--- src/rtl/bcd_mmss_timer_if.sv ---
// bcd_mmss_timer_if
// Groups the control inputs and display outputs of bcd_mmss_timer.
//   start/stop/clear : one-cycle control pulses (clear > stop > start)
//   isdec            : count/adjust direction, 0 up, 1 down
//   minselect/secselect : adjust selects, levels, honoured in STOP only
//   min_ten/min_one/sec_ten/sec_one : BCD display digits
//   running/done/wrap : status; wrap is a one-cycle rollover pulse
//   blank            : display blink, present only with BCD_MMSS_BLINK_EN
// master drives the controls (controller or bench); slave is the timer.
interface bcd_mmss_timer_if;
  logic       start;
  logic       stop;
  logic       clear;
  logic       isdec;
  logic       minselect;
  logic       secselect;
  logic [3:0] min_one;
  logic [3:0] min_ten;
  logic [3:0] sec_one;
  logic [3:0] sec_ten;
  logic       running;
  logic       done;
  logic       wrap;
`ifdef BCD_MMSS_BLINK_EN
  logic       blank;
`endif

  modport master (
`ifdef BCD_MMSS_BLINK_EN
    input  blank,
`endif
    output start, stop, clear, isdec, minselect, secselect,
    input  min_one, min_ten, sec_one, sec_ten, running, done, wrap
  );

  modport slave (
`ifdef BCD_MMSS_BLINK_EN
    output blank,
`endif
    input  start, stop, clear, isdec, minselect, secselect,
    output min_one, min_ten, sec_one, sec_ten, running, done, wrap
  );
endinterface

--- src/rtl/bcd_mmss_timer.sv ---
// bcd_mmss_timer
// Self-timed mm:ss stopwatch / countdown timer with a rate-limited manual
// adjust path, driving a 4-digit BCD display.
// Ports:
//   clk   : system clock
//   reset : asynchronous, active-low reset
//   bus   : bcd_mmss_timer_if.slave (controls, BCD digits, status)
// Parameters:
//   CLK_DIV : clk cycles per counted second (>=2)
//   ADJ_DIV : clk cycles per adjust step while a select is held (>=2)
//   MIN_MAX : largest minutes value (1..99)
// Optional build macro BCD_MMSS_BLINK_EN adds the bus.blank blink output.
//
// state   | meaning
// --------+--------------------------------------------------------
// ST_STOP | idle; count held; adjust selects are honoured
// ST_RUN  | seconds prescaler runs; count steps up or down per tick
// ST_DONE | countdown reached 00:00; count frozen, done=1
module bcd_mmss_timer #(
  parameter int CLK_DIV = 100,
  parameter int ADJ_DIV = 25,
  parameter int MIN_MAX = 59
) (
  input logic            clk,
  input logic            reset,
  bcd_mmss_timer_if.slave bus
);

  localparam int PW = $clog2(CLK_DIV);
  localparam int AW = $clog2(ADJ_DIV);
  localparam logic [PW-1:0] PRE_LAST = PW'(CLK_DIV - 1);
  localparam logic [AW-1:0] ADJ_LAST = AW'(ADJ_DIV - 1);
  localparam logic [6:0]    MMAX     = 7'(MIN_MAX);

  typedef enum logic [1:0] {ST_STOP, ST_RUN, ST_DONE} state_t;

  state_t        state_q, state_d;
  logic [6:0]    min_q, min_d;   // binary minutes, 0..MIN_MAX
  logic [5:0]    sec_q, sec_d;   // binary seconds, 0..59
  logic [PW-1:0] pre_q, pre_d;
  logic [AW-1:0] adj_q, adj_d;
  logic          wrap_q, wrap_d;

  logic          is_zero;
  logic          go;
  logic          adj_sel;
  logic          adj_step;
  logic          sec_tick;
  logic [12:0]   nxt;

  // Whole-count +/-1 with seconds carry/borrow into minutes and
  // MIN_MAX:59 <-> 00:00 wrap.
  function automatic logic [12:0] step_full(input logic [6:0] m,
                                            input logic [5:0] s,
                                            input logic       dec);
    logic [6:0] mn;
    logic [5:0] sn;
    mn = m;
    sn = s;
    if (!dec) begin
      if (s == 6'd59) begin
        sn = 6'd0;
        mn = (m == MMAX) ? 7'd0 : m + 7'd1;
      end else begin
        sn = s + 6'd1;
      end
    end else begin
      if (s == 6'd0) begin
        sn = 6'd59;
        mn = (m == 7'd0) ? MMAX : m - 7'd1;
      end else begin
        sn = s - 6'd1;
      end
    end
    return {mn, sn};
  endfunction

  assign is_zero  = (min_q == 7'd0) && (sec_q == 6'd0);
  // A countdown from 00:00 would expire immediately, so start is refused.
  assign go       = bus.start && !bus.stop && !(bus.isdec && is_zero);
  assign adj_sel  = bus.minselect || bus.secselect;
  assign adj_step = (state_q == ST_STOP) && !bus.clear && !go && adj_sel &&
                    (adj_q == ADJ_LAST);
  // A stop in the same cycle freezes the prescaler so resume continues
  // the partial second.
  assign sec_tick = (state_q == ST_RUN) && !bus.clear && !bus.stop &&
                    (pre_q == PRE_LAST);
  assign nxt      = step_full(min_q, sec_q, bus.isdec);

  always_ff @(posedge clk or negedge reset) begin
    if (!reset) begin
      state_q <= ST_STOP;
      min_q   <= '0;
      sec_q   <= '0;
      pre_q   <= '0;
      adj_q   <= '0;
      wrap_q  <= 1'b0;
    end else begin
      state_q <= state_d;
      min_q   <= min_d;
      sec_q   <= sec_d;
      pre_q   <= pre_d;
      adj_q   <= adj_d;
      wrap_q  <= wrap_d;
    end
  end

  always_comb begin
    state_d = state_q;
    min_d   = min_q;
    sec_d   = sec_q;
    pre_d   = pre_q;
    adj_d   = adj_q;
    wrap_d  = 1'b0;
    if (bus.clear) begin
      state_d = ST_STOP;
      min_d   = '0;
      sec_d   = '0;
      pre_d   = '0;
      adj_d   = '0;
    end else begin
      case (state_q)
        ST_STOP: begin
          if (go) begin
            state_d = ST_RUN;
            adj_d   = '0;
          end else if (adj_sel) begin
            adj_d = (adj_q == ADJ_LAST) ? '0 : adj_q + AW'(1);
          end else begin
            adj_d = '0;
          end
          if (adj_step) begin
            if (bus.minselect && bus.secselect) begin
              {min_d, sec_d} = nxt;
            end else if (bus.secselect) begin
              if (bus.isdec) sec_d = (sec_q == 6'd0)  ? 6'd59 : sec_q - 6'd1;
              else           sec_d = (sec_q == 6'd59) ? 6'd0  : sec_q + 6'd1;
            end else begin
              if (bus.isdec) min_d = (min_q == 7'd0) ? MMAX : min_q - 7'd1;
              else           min_d = (min_q == MMAX) ? 7'd0 : min_q + 7'd1;
            end
          end
        end
        ST_RUN: begin
          if (bus.stop) begin
            state_d = ST_STOP;
          end else if (sec_tick) begin
            pre_d = '0;
            if (bus.isdec && is_zero) begin
              // Direction flipped to down while sitting at 00:00.
              state_d = ST_DONE;
            end else begin
              {min_d, sec_d} = nxt;
              if (bus.isdec && (nxt == 13'd0)) state_d = ST_DONE;
              if (!bus.isdec && (min_q == MMAX) && (sec_q == 6'd59)) wrap_d = 1'b1;
            end
          end else begin
            pre_d = pre_q + PW'(1);
          end
        end
        ST_DONE: begin
          pre_d = '0;
          if (bus.stop) state_d = ST_STOP;
        end
        default: state_d = ST_STOP;
      endcase
    end
  end

  assign bus.min_ten = 4'(min_q / 7'd10);
  assign bus.min_one = 4'(min_q % 7'd10);
  assign bus.sec_ten = 4'(sec_q / 6'd10);
  assign bus.sec_one = 4'(sec_q % 6'd10);
  assign bus.running = (state_q == ST_RUN);
  assign bus.done    = (state_q == ST_DONE);
  assign bus.wrap    = wrap_q;

`ifdef BCD_MMSS_BLINK_EN
  localparam int HALF    = CLK_DIV / 2;
  localparam int BLK_MAX = (HALF > 8) ? HALF : 8;
  localparam int BW      = $clog2(BLK_MAX);

  logic [BW-1:0] blk_q;
  logic          blank_q;

  // Blink period: 8 adjust steps while adjusting, CLK_DIV/2 cycles in DONE.
  always_ff @(posedge clk or negedge reset) begin
    if (!reset) begin
      blk_q   <= '0;
      blank_q <= 1'b0;
    end else if (state_q == ST_STOP && adj_sel && !bus.clear) begin
      if (adj_step) begin
        if (blk_q == BW'(7)) begin
          blk_q   <= '0;
          blank_q <= !blank_q;
        end else begin
          blk_q <= blk_q + BW'(1);
        end
      end
    end else if (state_q == ST_DONE && !bus.clear && !bus.stop) begin
      if (blk_q == BW'(HALF - 1)) begin
        blk_q   <= '0;
        blank_q <= !blank_q;
      end else begin
        blk_q <= blk_q + BW'(1);
      end
    end else begin
      blk_q   <= '0;
      blank_q <= 1'b0;
    end
  end

  assign bus.blank = blank_q;
`endif

endmodule

--- src/flat_wrapper.sv ---
// flat-port wrapper written by rule: the top's interface ports become plain ports
module bcd_mmss_timer_flat 
#(
  parameter int CLK_DIV = 100,
  parameter int ADJ_DIV = 25,
  parameter int MIN_MAX = 59
)
  (clk, reset, bus_start, bus_stop, bus_clear, bus_isdec, bus_minselect, bus_secselect, bus_min_one, bus_min_ten, bus_sec_one, bus_sec_ten, bus_running, bus_done, bus_wrap);
  bcd_mmss_timer_if bus_i ();
  input logic clk;
  input logic reset;
  input wire logic [$bits(bus_i.start)-1:0] bus_start;
  input wire logic [$bits(bus_i.stop)-1:0] bus_stop;
  input wire logic [$bits(bus_i.clear)-1:0] bus_clear;
  input wire logic [$bits(bus_i.isdec)-1:0] bus_isdec;
  input wire logic [$bits(bus_i.minselect)-1:0] bus_minselect;
  input wire logic [$bits(bus_i.secselect)-1:0] bus_secselect;
  output wire logic [$bits(bus_i.min_one)-1:0] bus_min_one;
  output wire logic [$bits(bus_i.min_ten)-1:0] bus_min_ten;
  output wire logic [$bits(bus_i.sec_one)-1:0] bus_sec_one;
  output wire logic [$bits(bus_i.sec_ten)-1:0] bus_sec_ten;
  output wire logic [$bits(bus_i.running)-1:0] bus_running;
  output wire logic [$bits(bus_i.done)-1:0] bus_done;
  output wire logic [$bits(bus_i.wrap)-1:0] bus_wrap;
  assign bus_i.start = bus_start;
  assign bus_i.stop = bus_stop;
  assign bus_i.clear = bus_clear;
  assign bus_i.isdec = bus_isdec;
  assign bus_i.minselect = bus_minselect;
  assign bus_i.secselect = bus_secselect;
  assign bus_min_one = bus_i.min_one;
  assign bus_min_ten = bus_i.min_ten;
  assign bus_sec_one = bus_i.sec_one;
  assign bus_sec_ten = bus_i.sec_ten;
  assign bus_running = bus_i.running;
  assign bus_done = bus_i.done;
  assign bus_wrap = bus_i.wrap;
  bcd_mmss_timer #(.CLK_DIV(CLK_DIV), .ADJ_DIV(ADJ_DIV), .MIN_MAX(MIN_MAX)) u_core (.clk(clk), .reset(reset), .bus(bus_i));
endmodule
--- config.mk ---
export PLATFORM = sky130hd
export DESIGN_NAME = bcd_mmss_timer_flat
export DESIGN_NICKNAME = d
export VERILOG_FILES = /design/src/rtl/bcd_mmss_timer_if.sv /design/src/rtl/bcd_mmss_timer.sv /design/src/flat_wrapper.sv
export SDC_FILE = /design/constraint.sdc
export NUM_CORES = 1
export LEC_CHECK = 0
export ABC_AREA = 1
export BUFFER_PORTS_ARGS = -buffer_cell sky130_fd_sc_hd__buf_2
export CAP_MARGIN = 20
export CORE_ASPECT_RATIO = 0.5
export CORE_UTILIZATION = 60
export CTS_CLUSTER_DIAMETER = 40
export DETAILED_ROUTE_END_ITERATION = 10
export HOLD_SLACK_MARGIN = 0.1
export PLACE_DENSITY_LB_ADDON = 0.15
export SLEW_MARGIN = 20
export SYNTH_ARGS = -nofsm -noshare
export SYNTH_HDL_FRONTEND = slang
export SYNTH_SLANG_ARGS = --single-unit
export TNS_END_PERCENT = 10
--- constraint.sdc ---
create_clock -name clk -period 2.8 [get_ports clk]
set_input_delay 0.28 -clock clk [delete_from_list [all_inputs] [get_ports clk]]
set_output_delay 0.28 -clock clk [all_outputs]
set_load 0.005 [all_outputs]
### Word-level counts from Yosys, hierarchy flattened

Index checks and enable logic that the tools add are counted.

* bits of input ports: 8
* register bits after elaboration: 28
* word-level logic and storage cells: 112
* output and inout bits: 19

* muxes and demuxes: 48
* divide/modulo/power cells: 4
* reduce and logical (&&, ||, !) cells: 32
* add/subtract/negate cells: 6
* eq/ne operators: 16

Operator list (count)
* $mux W7: 16
* $mux W6: 10
* $pmux W7 S2: 2
* $mux W5: 5
* $logic_and A1 B1 Y1: 15
* $add A7 B1 Y7 const B: 2
* $mux W2: 7
* $logic_not A13 Y1: 1
* $pmux W6 S2: 1
* $reduce_and A6 Y1: 2
* $ne A3 B2 Y1 const B: 3
* $ne A3 B3 Y1 const B: 3
* $ne A4 B4 Y1 const B: 2
* $div A7 B4 Y7 const B: 1
* $eq A7 B6 Y1 const B: 1
* $eq A7 B7 Y1 const B: 1
* $logic_not A7 Y1: 1
* $mod A7 B4 Y7 const B: 1
* $sub A7 B1 Y7 const B: 1
* $add A6 B1 Y6 const B: 1
* $div A6 B4 Y6 const B: 1
* $eq A6 B6 Y1 const B: 1
* $logic_not A6 Y1: 1
* $mod A6 B4 Y6 const B: 1
* other kinds (16): 26

### Longest topological paths before layout

* depth after elaboration: 12
* gate-level depth with buffers: 22
* mapped depth without buffers: 22

### Worst setup path before layout

No wires, ideal clock.

* path kind: register to output
* from: register u_core.min_q[4]
* to: output bus_min_one[1]
* setup slack: 250 ps
* path buffers: 0
* cell stages (with the launch flop): 19
* arrival: 2270 ps
* data required time: 2520 ps
* path through: dfrtp_1 > inv_2 > ha_1 > o21ai_2 > nand2_4 > nand2_2 > nand2_2 > nand2_4 > nand2_2 > nand2_4 > nand3_1 > nand2_1 > inv_1 > ha_1 > nand2_1 > nand2_2 > nand2_2 > nand2_1 > nand2_1

* longest elaborated chain between the ends: 1

RTL lines
* from (decl): RTL line bcd_mmss_timer.sv:38 `logic [6:0] min_q, min_d;`
* from (signal assigned): RTL line bcd_mmss_timer.sv:100 `min_q <= min_d;`
* $mod A7 B4 Y7: RTL line bcd_mmss_timer.sv:171 `assign bus.min_one = 4'(min_q % 7'd10);`
* to (decl): RTL line flat_wrapper.sv:18 `output wire logic [$bits(bus_i.min_one)-1:0] bus_min_one;`

Every way passes these cells.

### Worst setup path after layout

* from: register u_core.min_q[5]
* to: output bus_min_one[2]

Same word-level chain as after synthesis.

==> run summary <==
xor/xnor share of the synthesized area - 4.78%
Lkg Pwr - 1.70 nW
H-tree levels - 1
Distinct cells, synth - 40
Setup Crit Path Kind - reg2out
most common cell after layout, fill and taps aside - nand2_1
drt wl/cell - 14.6 µm
drc violations - 0
vias in the first global route - 2851
gr usage total - 31.3%
via density per instance - 5.70
mux share of post-synthesis cell area - 0%
CTS root buffer - clkbuf_8
Final setup viols - 4
post-route cell area - 0.00345 mm²
chip height - 51.4 µm
M1 WL - 3520 µm
Worst Tran Pin Value - 0.652 ns
failing checks - negative setup slack
vias post-DR - 3111
die area - 0.00519 mm²
crit path launch type - register
Post-Syn Instances - 439
maximum vdd drop - 0.000414 V
synth-to-layout area growth - 17.8%
Tmin final - 2.93 ns
Post-synth EDFFs - 0
CTS sink cnt - 28
commonest cells after routing, fill and taps aside - nand2_1 (85), inv_1 (45), nor2_1 (43), nand3_1 (43), o21ai_0 (35)
diode count - 0
final std cells w/o fill - 546
WL met3 - 418 µm
Max Buffers Root-to-Sink - 2
synth warn - 0
Yosys reg bits - 28
TNS Setup - -0.404 ns
worst-path maximum fanout - 5
port buffer count - 25
RSZ-0062 raised after global routing - true
CTS tree - done
Routed met2 length - 4020 µm
max cap viols - 0
DRT Pass-1 Iters - 5
Synth Area per Inst - 6.68 µm²
crit end category - output port
Setup WS post-layout - -0.132 ns
Routed Antenna Nets - 0
simple-gate share of the synthesized area - 38.2%
Initial Util - 64.4%
Final Hold Vio Count - 0
largest family of logic cells by synthesized area - simple AND/OR/NAND/NOR gates
Synth top area share - 23.9%
highest clock rate - 341 MHz
Slew Viols, Final - 0
Min-Delay Path Class - in2reg
Main synth FF type - dfrtp_1
initial antenna violation count - 0
final WL - 7980 µm
Seq/Total Area, Yosys - 23.9%
slew margin rel. - 56.1%
dpl cell area - 0.00311 mm²
Row Count - 17
area leader, netlist - dfrtp_1
global-route wire length before repair - 12700 µm
core area - 0.00455 mm²
Power, Total - 2.67 mW
P per Cell Area - 773 mW/mm²
Synth Area in Compound Gates - 15.7%
RD Place Congestion - 0.962
fin crit share - 105%
max layer used - met4
Worst Path Arrival - 2.65 ns
Synth area leaders - dfrtp_1 (24%), nand2_1 (11%), nand3_1 (7.5%), ha_1 (6.8%), o21ai_0 (6.0%)
post-synth net total - 463
status - finished, violations left
Clock Pin Slew Worst Setup and Hold Paths - 0.11 ns
Async SR Flop Fraction - 100%
I/O pin count - 27
placed cell count - 524
worst clock skew - 0.0132 ns
Die W - 101 µm
TritonCTS Buffers - 3
share of layout cells above drive strength 1 - 27.3%
largest net degree at the start of global routing - 29
grt total ovfl - 0
Filler Cells Inserted - 354
Crit path required time - 2.52 ns
Mapped Area - 0.00293 mm²
worst skew pair latency - 0.28 ns
Adder-Cell Fraction of Synth Area - 6.83%
post-layout util - 75.8%
Nets - 505
DRT iter0 DRCs - 205
DP HPWL - 5670 µm
==> cell usage after synthesis (8+ instances only) <==
library cell  instances
nand2_1              89
inv_1                46
nand3_1              44
nor2_1               44
o21ai_0              35
dfrtp_1              28
ha_1                 16
inv_2                15
nand2_2              15
a21oi_1              14
xor2_1               13
o22ai_1               8
==> stage by stage <==
| stage | hold slack, ns | setup slack, ns |
|---|---|---|
| 4_1_cts | 0.274 | -0.116 |
| 5_1_grt | 0.303 | -0.278 |
| 3_3_place_gp | 0.334 | 0.232 |
| 3_5_place_dp | 0.345 | 0.0853 |
| 2_1_floorplan | -0.0156 | 0.250 |
| 6_report | 0.271 | -0.132 |
==> metal layers <==
layer  track usage, %  vias up
met3             4.79        2
met5                0        -
met4             7.00        0
met1             38.9     1474
met2             57.8      117
li1                 -     1518
==> flip-flops by register name, indices dropped and copies added (netlist names) <==
register	count
u_core.min_q	7
u_core.pre_q	7
u_core.sec_q	6
u_core.adj_q	5
u_core.state_q	2
u_core.bus.wrap	1
==> cell families (layout without fill, tap and decap cells) <==
family	after synthesis	in the layout
other	1	1
and+or+nand+nor	227	227
AOI/OAI and AO/OA	77	77
adders and majority gates	16	16
DFF	28	28
buffers and inverters	74	115
xor gates and xnor gates	16	16
==> worst paths after layout <==
check,startpoint,to,slack (ns),depth (start not counted)
setup / recovery,u_core.min_q[5],bus_min_one[2],-0.13,20
hold / removal,bus_stop,u_core.state_q[1],0.27,4
setup reg to reg,u_core.min_q[0],u_core.min_q[1],0.36,13
hold reg to reg,u_core.pre_q[6],u_core.pre_q[6],0.56,2
max in group asynchronous,reset,u_core.min_q[4],1.79,2
min in group asynchronous,reset,u_core.pre_q[1],0.55,2
==> critical path: stages, from the launching register on <==
cell and delay, ns:
dfrtp_1 0.40, inv_2 0.12, buf_4 0.13, ha_4 0.20, o21ai_4 0.19, nand2_4 0.12
inv_4 0.07, nor2_4 0.04, buf_6 0.12, nor2_4 0.15, nand2_4 0.08, nand2_4 0.08
nand2_4 0.05, inv_2 0.06, ha_4 0.13, nand2_2 0.05, nand2_2 0.08, nand2_2 0.06
nand2_1 0.07, nand2_1 0.04, buf_2 0.12
==> layout make-up <==
cell class | count | area (µm²) | share of cell area (%)
well taps | 66 | 82.6 | 2.39
inverters | 63 | 243 | 7.03
flip-flops and latches | 28 | 703 | 20.4
clock buffers | 4 | 55.1 | 1.59
multi-input cells | 337 | 2060 | 59.8
repair buffers | 48 | 304 | 8.81
==> timing repair <==
action / in CTS / in global routing
pin swaps: 16 / 15
gates resized for setup: 20 / 12
endpoints found under the setup margin: 4 / 4
cloned: 0 / 0
setup buffers: 13 / 4
endpoints found under the hold margin: 28 / 0
hold buffers: 1 / 0
==> report_power, final <==
part	total, mW	leakage [nW]	switching (mW)	internal [mW]
Sequential	0.556	0.375	0.104	0.452
Combinational	1.85	1.29	1.08	0.767
Clock	0.260	0.0288	0.134	0.126
Total	2.67	1.70	1.32	1.34
(Power assumes the default switching activity.)
